<file path="src/rtl/display_pkg.sv">
// Shared codes, FSM encoding and digit mapping for the seven-segment display arbiter.
// Optional leading-zero blanking of numeric digits is enabled with DISPLAY_LZB_EN.
package display_pkg;

  localparam int unsigned VAL_W = 8;
  localparam int unsigned BCD_W = 12;
  localparam int unsigned DIG_W = 16;

  typedef logic [3:0] bcd_digit_t;

  typedef enum logic [1:0] {
    SRC_BPM = 2'd0,
    SRC_VOL = 2'd1,
    SRC_ERR = 2'd2
  } src_e;

  localparam bcd_digit_t TAG_VOL = 4'hA;
  localparam bcd_digit_t TAG_ERR = 4'hE;

  typedef enum logic [1:0] {
    ST_IDLE   = 2'd0,
    ST_LOAD   = 2'd1,
    ST_CONV   = 2'd2,
    ST_COMMIT = 2'd3
  } state_e;

  typedef struct packed {
    logic [DIG_W-1:0] dig;
    logic [3:0]       blank;
  } disp_t;

  // Builds the four digit nibbles and blanking flags for one committed source.
  function automatic disp_t map_digits(input src_e src, input bcd_digit_t code,
                                       input logic [BCD_W-1:0] bcd);
    disp_t      d;
    logic [2:0] lzb;
    lzb = 3'b000;
`ifdef DISPLAY_LZB_EN
    lzb[2] = (bcd[11:8] == 4'h0);
    lzb[1] = lzb[2] && (bcd[7:4] == 4'h0);
`endif
    case (src)
      SRC_ERR: begin
        d.dig   = {TAG_ERR, 8'h00, code};
        d.blank = 4'b0110;
      end
      SRC_VOL: begin
        d.dig   = {TAG_VOL, bcd};
        d.blank = {1'b0, lzb};
      end
      default: begin
        d.dig   = {4'h0, bcd};
        d.blank = {1'b1, lzb};
      end
    endcase
    return d;
  endfunction

endpackage

</file>
<file path="src/rtl/bin2bcd_seq.sv">
// Sequential 8-bit binary to 3-digit BCD converter (shift-add-3, 8 iterations).
module bin2bcd_seq
  import display_pkg::*;
(
  input  logic             clk,
  input  logic             rst,
  input  logic             start,
  input  logic [VAL_W-1:0] bin,
  output logic             done,
  output logic [BCD_W-1:0] bcd
);

  localparam int unsigned SR_W  = BCD_W + VAL_W;
  localparam int unsigned CNT_W = 3;

  logic [SR_W-1:0]  sr;
  logic [SR_W-1:0]  adj_c;
  logic [CNT_W-1:0] cnt;

  // Add 3 to every BCD nibble that is 5 or more before the next shift.
  always_comb begin
    adj_c = sr;
    for (int unsigned i = 0; i < 3; i++) begin
      if (sr[VAL_W+4*i +: 4] >= 4'd5) adj_c[VAL_W+4*i +: 4] = sr[VAL_W+4*i +: 4] + 4'd3;
    end
  end

  // The first iteration is folded into the load: add-3 is a no-op on an all-zero BCD field.
  always_ff @(posedge clk) begin
    if (rst) begin
      sr   <= '0;
      cnt  <= '0;
      done <= 1'b0;
    end else if (start) begin
      sr   <= {{(BCD_W-1){1'b0}}, bin, 1'b0};
      cnt  <= CNT_W'(VAL_W - 1);
      done <= 1'b0;
    end else if (cnt != '0) begin
      sr   <= {adj_c[SR_W-2:0], 1'b0};
      cnt  <= cnt - CNT_W'(1);
      done <= (cnt == CNT_W'(1));
    end else begin
      done <= 1'b0;
    end
  end

  assign bcd = sr[SR_W-1 -: BCD_W];

endmodule

</file>
<file path="src/rtl/display_arbiter.sv">
// Selects error/volume/BPM for the 4-digit display, converts to BCD and commits digits.
// Leading-zero blanking of numeric digits is enabled with DISPLAY_LZB_EN.
module display_arbiter
  import display_pkg::*;
#(
  parameter int unsigned HOLD_CYCLES    = 50_000_000,
  parameter int unsigned REFRESH_CYCLES = 500_000
) (
  input  logic             CLK,
  input  logic             RST,
  input  logic [VAL_W-1:0] BPM,
  input  logic [VAL_W-1:0] VOL,
  input  logic             VOL_UPD,
  input  logic             ERR_VALID,
  input  logic [3:0]       ERR_CODE,
  output logic [DIG_W-1:0] DIG_BCD,
  output logic [3:0]       DIG_BLANK,
  output logic [1:0]       SRC,
  output logic             UPD
);

  localparam int unsigned HOLD_W = (HOLD_CYCLES > 1) ? $clog2(HOLD_CYCLES) : 1;
  localparam int unsigned REF_W  = (REFRESH_CYCLES > 1) ? $clog2(REFRESH_CYCLES) : 1;

  state_e           state, state_nx;
  logic [HOLD_W-1:0] hold_cnt;
  logic [REF_W-1:0]  ref_cnt;
  logic              pending;
  src_e              lat_src;
  logic [VAL_W-1:0]  lat_val;

  src_e              sel_src_c;
  logic [VAL_W-1:0]  sel_val_c;
  logic              wrap_c;
  logic              event_c;
  logic              load_c;
  logic              commit_c;
  logic              conv_done;
  logic [BCD_W-1:0]  conv_bcd;
  disp_t             disp_c;

  // Priority: error, then volume while the hold timer runs, else BPM.
  always_comb begin
    sel_src_c = SRC_BPM;
    sel_val_c = BPM;
    if (ERR_VALID) begin
      sel_src_c = SRC_ERR;
      sel_val_c = {4'h0, ERR_CODE};
    end else if (hold_cnt != '0) begin
      sel_src_c = SRC_VOL;
      sel_val_c = VOL;
    end
  end

  // A change seen during LOAD is already captured by that same latch.
  assign wrap_c  = (ref_cnt == REF_W'(REFRESH_CYCLES - 1));
  assign event_c = wrap_c ||
                   (!load_c && ((sel_src_c != lat_src) || (sel_val_c != lat_val)));

  always_ff @(posedge CLK) begin
    if (RST) begin
      hold_cnt <= '0;
      ref_cnt  <= '0;
      pending  <= 1'b1;
      lat_src  <= SRC_BPM;
      lat_val  <= '0;
    end else begin
      if (VOL_UPD)                hold_cnt <= HOLD_W'(HOLD_CYCLES - 1);
      else if (hold_cnt != '0)    hold_cnt <= hold_cnt - HOLD_W'(1);
      ref_cnt <= wrap_c ? '0 : ref_cnt + REF_W'(1);
      if (event_c)     pending <= 1'b1;
      else if (load_c) pending <= 1'b0;
      if (load_c) begin
        lat_src <= sel_src_c;
        lat_val <= sel_val_c;
      end
    end
  end

  // FSM state register.
  always_ff @(posedge CLK) begin
    if (RST) state <= ST_IDLE;
    else     state <= state_nx;
  end

  // FSM next state; CONV length is set by the converter finishing.
  always_comb begin
    state_nx = state;
    case (state)
      ST_IDLE:   if (pending) state_nx = ST_LOAD;
      ST_LOAD:   state_nx = ST_CONV;
      ST_CONV:   if (conv_done) state_nx = ST_COMMIT;
      ST_COMMIT: state_nx = ST_IDLE;
      default:   state_nx = ST_IDLE;
    endcase
  end

  // FSM control strobes.
  always_comb begin
    load_c   = 1'b0;
    commit_c = 1'b0;
    case (state)
      ST_LOAD: load_c   = 1'b1;
      ST_CONV: commit_c = conv_done;
      default: ;
    endcase
  end

  bin2bcd_seq u_bin2bcd (
    .clk   (CLK),
    .rst   (RST),
    .start (load_c),
    .bin   (sel_val_c),
    .done  (conv_done),
    .bcd   (conv_bcd)
  );

  assign disp_c = map_digits(lat_src, lat_val[3:0], conv_bcd);

  // Outputs load on the last CONV cycle so UPD is visible during COMMIT.
  always_ff @(posedge CLK) begin
    if (RST) begin
      DIG_BCD   <= '0;
      DIG_BLANK <= 4'b1111;
      SRC       <= 2'd0;
      UPD       <= 1'b0;
    end else begin
      UPD <= commit_c;
      if (commit_c) begin
        DIG_BCD   <= disp_c.dig;
        DIG_BLANK <= disp_c.blank;
        SRC       <= lat_src;
      end
    end
  end

endmodule

</file>
<file path="config.mk">
export PLATFORM = sky130hd
export DESIGN_NAME = display_arbiter
export DESIGN_NICKNAME = d
export VERILOG_FILES = /design/src/rtl/display_pkg.sv /design/src/rtl/bin2bcd_seq.sv /design/src/rtl/display_arbiter.sv
export SDC_FILE = /design/constraint.sdc
export NUM_CORES = 1
export LEC_CHECK = 0
export ABC_CLOCK_PERIOD_IN_PS = 2480
export CORE_MARGIN = 3
export CORE_UTILIZATION = 47
export CTS_CLUSTER_SIZE = 40
export DETAILED_ROUTE_END_ITERATION = 16
export PLACE_DENSITY_LB_ADDON = 0.3
export SYNTH_ARGS = -nofsm -noshare
export SYNTH_HDL_FRONTEND = slang
export SYNTH_HIERARCHICAL = 1
export SYNTH_SLANG_ARGS = --single-unit
</file>
<file path="constraint.sdc">
create_clock -name CLK -period 2.48 [get_ports CLK]
set_input_delay 0.372 -clock CLK [delete_from_list [all_inputs] [get_ports CLK]]
set_output_delay 0.372 -clock CLK [all_outputs]
set_load 0.005 [all_outputs]
</file>
Word level (Yosys, flattened, before mapping)
Cells that the tools add are included.
{ "classes": {"add_sub_neg": 6, "mul": 0, "div": 0, "magnitude_cmp": 3, "eq_ne": 11, "n_shift": 0, "mux": 19, "n_bitwise": 1, "reduce_logical": 15} }
{ "op_table": {"columns": ["operator", "n"], "rows": [
  ["2-to-1 mux 26 bit", 2],
  ["one-hot mux 20 bit (2 select lines)", 1],
  ["nonzero test 26 bit", 1],
  ["subtractor 26 x 1 -> 26 bit (second input constant)", 1],
  ["adder 19 x 1 -> 19 bit (second input constant)", 1],
  ["== test 19 bit (second input constant)", 1],
  ["2-to-1 mux 9 bit", 2],
  ["2-to-1 mux 8 bit", 2],
  [">= comparator 4 x 3 -> 1 bit (second input constant)", 3],
  ["2-to-1 mux 3 bit", 3],
  ["adder 4 x 2 -> 4 bit (second input constant)", 2],
  ["2-to-1 mux 4 bit", 2],
  ["inequality test 8 bit", 1],
  ["one-hot mux 2 bit (4 select lines)", 1],
  ["OR reduction 2 bit", 4],
  ["== test 2 bit (second input constant)", 3],
  ["2-to-1 mux 2 bit", 3],
  ["== test 2 x 1 -> 1 bit (second input constant)", 2],
  ["nonzero test 2 bit", 2],
  ["adder 3 x 2 -> 3 bit (second input constant)", 1],
  ["== test 3 x 1 -> 1 bit (second input constant)", 1],
  ["2-to-1 mux 1 bit", 3],
  ["nonzero test 3 bit", 1],
  ["OR reduction 3 bit", 1],
  ["other kinds (10)", 11]
]} }
{ "word_totals": {"register_bits": 104, "latch_bits": 0, "ram_bits": 0, "romBits": 0, "in_bits": 24, "out_inout_bits": 23, "wordCells": 70, "memories": 0} }

Longest topological paths before layout
{ "depth": {"ltp_word": 8, "mapped_depth": 10} }

Hierarchy
The synthesis kept the hierarchy.
{ "by_module_without_submodules": {"columns": ["mod", "n_inst", "cells_per_inst", "area_per_inst_um2"], "rows": [
  ["display_arbiter", 1, 433, 3753.6],
  ["bin2bcd_seq", 1, 139, 1226.2]
]} }

Least setup slack after synthesis
OpenSTA, ideal clock, no wires.
{ "synth_timing": {"path_type": "register -> register", "from": "register hold_cnt[9]", "to": "register pending", "arrival_ns": 2.362, "slack_ns": -0.010, "path_stages_with_launch": 9, "path_buffers": 1, "path_cell_list": "dfxtp_1 or4_4 or4_4 buf_6 o31ai_2 nand3_1 o21a_2 a2111oi_4 a21oi_1"} }
{ "synth_via": {"elab_chain_len": 8} }
{ "synth_lines": {"columns": ["item", "line", "rtl"], "rows": [
  ["start, declared", "display_arbiter.sv:26", "logic [HOLD_W-1:0] hold_cnt;"],
  ["start signal, assigned", "display_arbiter.sv:68", "if (VOL_UPD) hold_cnt <= HOLD_W'(HOLD_CYCLES - 1);"],
  ["start signal, assigned", "display_arbiter.sv:69", "else if (hold_cnt != '0) hold_cnt <= hold_cnt - HOLD_W'(1);"],
  ["nonzero test 26 bit", "display_arbiter.sv:49", "end else if (hold_cnt != '0) begin"],
  ["2-to-1 mux 8 bit", "display_arbiter.sv:49", null],
  ["2-to-1 mux 8 bit", "display_arbiter.sv:46", "if (ERR_VALID) begin"],
  ["via sel_val_c[3]", "display_arbiter.sv:33", "logic [VAL_W-1:0] sel_val_c;"],
  ["inequality test 8 bit", "display_arbiter.sv:58", "(!load_c && ((sel_src_c != lat_src) || (sel_val_c != lat_val)));"],
  ["logical OR 1 bit", "display_arbiter.sv:58", null],
  ["logical AND 1 bit", "display_arbiter.sv:58", null],
  ["logical OR 1 bit", "display_arbiter.sv:57", "assign event_c = wrap_c ||"],
  ["OR reduction 2 bit (no line)", null, null],
  ["end signal, assigned", "display_arbiter.sv:64", "pending <= 1'b1;"],
  ["end signal, assigned", "display_arbiter.sv:71", "if (event_c) pending <= 1'b1;"],
  ["end signal, assigned", "display_arbiter.sv:72", "else if (load_c) pending <= 1'b0;"],
  ["end, declared", "display_arbiter.sv:28", "logic pending;"]
]} }
The timed path passes the listed nets, and every way through them passes these cells.
A chain may end at the register's enable or synchronous reset.

Final worst setup path
{ "layout_timing": {"from": "register hold_cnt[12]", "to": "register pending"} }
The elaborated chain is that of the path after synthesis.

==> impl_metrics.ini <==
[clock_network]
cts_hold_buffers = 0
cts_num_sinks = 101
cts_inserted_buffers = 9
clockBufferDepth = 2
cts_max_level = 3
cts-root-buf = sky130_fd_sc_hd__clkbuf_8
cts.reportedPaths.clkPinSlew_ps = 90
cts_tree = yes
worst_skew_late_latency_ps = 370

[synth]
synth_top_flop_cell = sky130_fd_sc_hd__dfxtp_1
postSynthCellCount = 572
synthDominantCellAreaShare = 0.406
post_synthesis_average_cell_area_um2 = 8.71
synth_edf_count = 0
synthTopCellsByArea = sky130_fd_sc_hd__dfxtp_1 (41%), sky130_fd_sc_hd__nor2_1 (6.6%), sky130_fd_sc_hd__a21oi_1 (4.5%)
synthDistinctLibCells = 65
post_synthesis_sequential_area_ratio = 0.406
synth_fp_nets = 614
post_synth_instance_area_um2 = 4980
synth.ff_latch_count = 101
synth-async-reset-ratio = 0
synth_area_leader_cell = sky130_fd_sc_hd__dfxtp_1
synth-warning-count = 6

[power_and_ir_drop]
worst_ir_drop_vdd_mv = 0.712
power_spent_charging_and_discharging_nets_w = 0.00147
p_leak_nw = 2.13
power_frac_clock = 0.242
p_total_w = 0.00427
p_int_w = 0.00280
power.sequential.fraction = 0.469
netSwitchingFraction = 0.344
pd_cells_nw_per_um2 = 725
power.combinational.fraction = 0.290

[critical_path]
reg2reg_depth = 8
worst_ep_required_time_ps = 2730
timing.critical_path.from_type = flip-flop
timing.setup.critical_path_class = flip-flop to flip-flop
cp.arrival_ps = 2830
worst-path-max-fanout = 6
critPathCaptureType = flip-flop

[sta]
worst_setup_margin_ps = -98.1
fin_crit_sh = 1.04
layout_min_cycle_time_ps = 2580
timing_hold_violations_final = 0
fin_worst_skew_ps = 6.51
setup-tns-final_ps = -98.1
unrepaired_setup_endpoints_after_global_routing = yes
report.final.setup_viol = 1
worst-slew-pin-transition_ps = 712
fmax_mhz = 388
final_max_tran_viols = 0
maxSlewHeadroom = 0.524

[routing]
totalWireLength_mm = 11.3
routed-via-count = 4200
drc = 0
initialDrtViolationCount = 202
via_per_inst = 5.41
detailedRoute.firstPassIterationCount = 4
wl_per_cell_um = 14.5
post_route_ant_nets = 0

[global_route]
grt_remaining_overflow = 0
globalRouteTotalUtil = 0.199
maximum_number_of_pins_on_one_net_before_global_route_repair = 30
first_global_vias = 4041
grt_pass1_wl_mm = 19.0
grt_antenna_before_repair = 0

[hold_path]
worst_hold_path_type = primary input to flip-flop
min_delay_path_depth = 2

[layout]
area_delta_synth_final_pct = 18.3
finish.utilization = 0.587
fillCellCount = 903
diodes = 0
finalNetCount = 680
drive_gt1_frac = 0.121
ff_latch_area_um2 = 2020
multi_input_comb_area_um2 = 2700

[floorplan]
ios = 47
fp.dieArea_um2 = 11900
die_width_um = 109
fp.dieH_um = 109
floorplan.core_area_um2 = 10000
initial_standard_cell_utilization_of_the_core = 0.496
placement_rows = 36

[placed_design]
port_buffers = 45
place_congestion = 0.850
post-dp-hpwl_mm = 8.56

[job]
cap_viol_max_count = 0

[run_status]
failed_checks = setup timing
status = finished with violations
[per-layer routing]
metal | vias up | wire [um] | GRT usage
li1 | 2141 | - | -
met2 | 66 | 5560 | 0.332
met1 | 1982 | 5190 | 0.257
met4 | 0 | 130 | 0.0658
met3 | 11 | 375 | 0.0414
met5 | - | 0 | 0
[layout by cell type (no fill, tap or decap), types with 4 or more instances in the layout]
cell | netlist | routed
sky130_fd_sc_hd__clkbuf_8 | 0 | 9
sky130_fd_sc_hd__o21ai_0 | 15 | 15
sky130_fd_sc_hd__nor2_1 | 88 | 88
sky130_fd_sc_hd__or3_1 | 6 | 6
sky130_fd_sc_hd__buf_4 | 3 | 36
sky130_fd_sc_hd__a311oi_2 | 5 | 5
sky130_fd_sc_hd__and2_1 | 5 | 5
sky130_fd_sc_hd__a221o_1 | 4 | 4
sky130_fd_sc_hd__clkdlybuf4s50_1 | 0 | 44
sky130_fd_sc_hd__a221oi_1 | 5 | 5
sky130_fd_sc_hd__nor2b_1 | 7 | 7
sky130_fd_sc_hd__o31ai_1 | 5 | 4
sky130_fd_sc_hd__xnor2_1 | 23 | 23
sky130_fd_sc_hd__ha_1 | 18 | 18
sky130_fd_sc_hd__nor3_1 | 18 | 18
sky130_fd_sc_hd__nand2_1 | 41 | 41
sky130_fd_sc_hd__a21oi_1 | 45 | 45
sky130_fd_sc_hd__nand3_1 | 18 | 18
sky130_fd_sc_hd__inv_1 | 25 | 25
sky130_fd_sc_hd__dfxtp_1 | 101 | 101
sky130_fd_sc_hd__nor4_1 | 7 | 7
sky130_fd_sc_hd__xor2_1 | 18 | 18
sky130_fd_sc_hd__nand4_1 | 13 | 13
sky130_fd_sc_hd__a22oi_1 | 8 | 8
sky130_fd_sc_hd__mux2i_1 | 12 | 12
sky130_fd_sc_hd__or4_1 | 4 | 4
[registers in the layout, summed over array words and instances, names as in the netlist]
register / count
u_bin2bcd/done: 1
lat_src: 2
UPD: 1
hold_cnt: 26
u_bin2bcd/sr: 19
DIG_BCD: 14
lat_val: 8
SRC: 2
u_bin2bcd/cnt: 3
state: 2
pending: 1
DIG_BLANK: 3
ref_cnt: 19
[power by group through the flow]
| stage | Combinational, W | Clock [W] | Sequential [W] |
|---|---|---|---|
| after floorplan | 0.00107 | 0 | 0.00198 |
| after global placement | 0.00119 | 0 | 0.00203 |
| after detailed placement | 0.00123 | 0 | 0.00204 |
| after CTS | 0.00124 | 0.00107 | 0.00200 |
| after global routing | 0.00140 | 0.00112 | 0.00204 |
| final | 0.00124 | 0.00103 | 0.00200 |
[kinds of logic (layout without fill, tap and decap cells)]
group           Yosys count  after routing  synth area share
fa+ha+maj                18             18            0.0452
buf+inv                  53            124            0.0538
mux                      12             12            0.0241
flops                   101            101             0.406
simple gates            234            234             0.238
xor+xnor                 41             41            0.0721
compound gates          112            112             0.160
other cells               1              1          0.000753
[path summary, 6_finish.rpt]
| path | start | end | slack [ps] |
|---|---|---|---|
| hold reg to reg | DIG_BLANK[0] | DIG_BLANK[0] | 460 |
| setup / recovery | hold_cnt[12] | pending | -100 |
| setup reg to reg | hold_cnt[12] | pending | -100 |
| hold / removal | RST | lat_val[5] | 390 |
[metrics by stage]
stage | instance area (um^2) | cells | setup WS (ps) | hold slack (ps)
after floorplan | 4980 | 572 | -10.0 | 430
final | 5890 | 776 | -98.1 | 390
after CTS | 5890 | 776 | -99.1 | 373
after global routing | 5890 | 776 | -141 | 395
after detailed placement | 5700 | 760 | -86.6 | 447
after global placement | 5700 | 760 | -29.6 | 432
[synth_stat cells (3+ instances only)]
library cell and n:
sky130_fd_sc_hd__o311ai_1 3, sky130_fd_sc_hd__nand4_1 13, sky130_fd_sc_hd__o21ai_0 15, sky130_fd_sc_hd__xor2_1 18
sky130_fd_sc_hd__xnor2_1 23, sky130_fd_sc_hd__inv_1 25, sky130_fd_sc_hd__and2_1 5, sky130_fd_sc_hd__buf_4 3
sky130_fd_sc_hd__a31oi_1 3, sky130_fd_sc_hd__or3_1 6, sky130_fd_sc_hd__buf_6 3, sky130_fd_sc_hd__a221oi_1 5
sky130_fd_sc_hd__a22oi_1 8, sky130_fd_sc_hd__dfxtp_1 101, sky130_fd_sc_hd__nor4_1 7, sky130_fd_sc_hd__nand2b_1 3
sky130_fd_sc_hd__a21oi_1 45, sky130_fd_sc_hd__and3_1 3, sky130_fd_sc_hd__mux2i_1 12, sky130_fd_sc_hd__or2_2 3
sky130_fd_sc_hd__a311oi_1 3, sky130_fd_sc_hd__or4_1 4, sky130_fd_sc_hd__nand3_1 18, sky130_fd_sc_hd__nor3_1 18
sky130_fd_sc_hd__nand2_1 41, sky130_fd_sc_hd__clkbuf_1 14, sky130_fd_sc_hd__a41oi_1 3, sky130_fd_sc_hd__o31ai_1 5
sky130_fd_sc_hd__ha_1 18, sky130_fd_sc_hd__a311oi_2 5, sky130_fd_sc_hd__a221o_1 4, sky130_fd_sc_hd__nor2b_1 7
sky130_fd_sc_hd__nor2_1 88
[critical path: stages (launching register included)]
cell	delay, ps
sky130_fd_sc_hd__dfxtp_1	320
sky130_fd_sc_hd__or4_4	530
sky130_fd_sc_hd__or4_4	490
sky130_fd_sc_hd__buf_4	180
sky130_fd_sc_hd__o31ai_4	210
sky130_fd_sc_hd__a21oi_2	100
sky130_fd_sc_hd__xor2_1	170
sky130_fd_sc_hd__a2111oi_4	350
sky130_fd_sc_hd__a21oi_1	110
[timing repair]
action | CTS | global route
resized for setup | 0 | 1
pin swaps | 0 | 1
setup buffers | 0 | 0
setup endpoints to repair | 1 | 4
[cell type report]
| cell class | count | share of cell area |
|---|---|---|
| clock buffers | 10 | 0.0217 |
| repair buffers | 81 | 0.121 |
| well taps | 133 | 0.0282 |
| clock inverters | 6 | 0.0108 |
| flip-flops and latches | 101 | 0.343 |
| inverters | 27 | 0.0172 |
| multi-input cells | 418 | 0.457 |
Note: power is estimated with default switching activity, not from simulation.
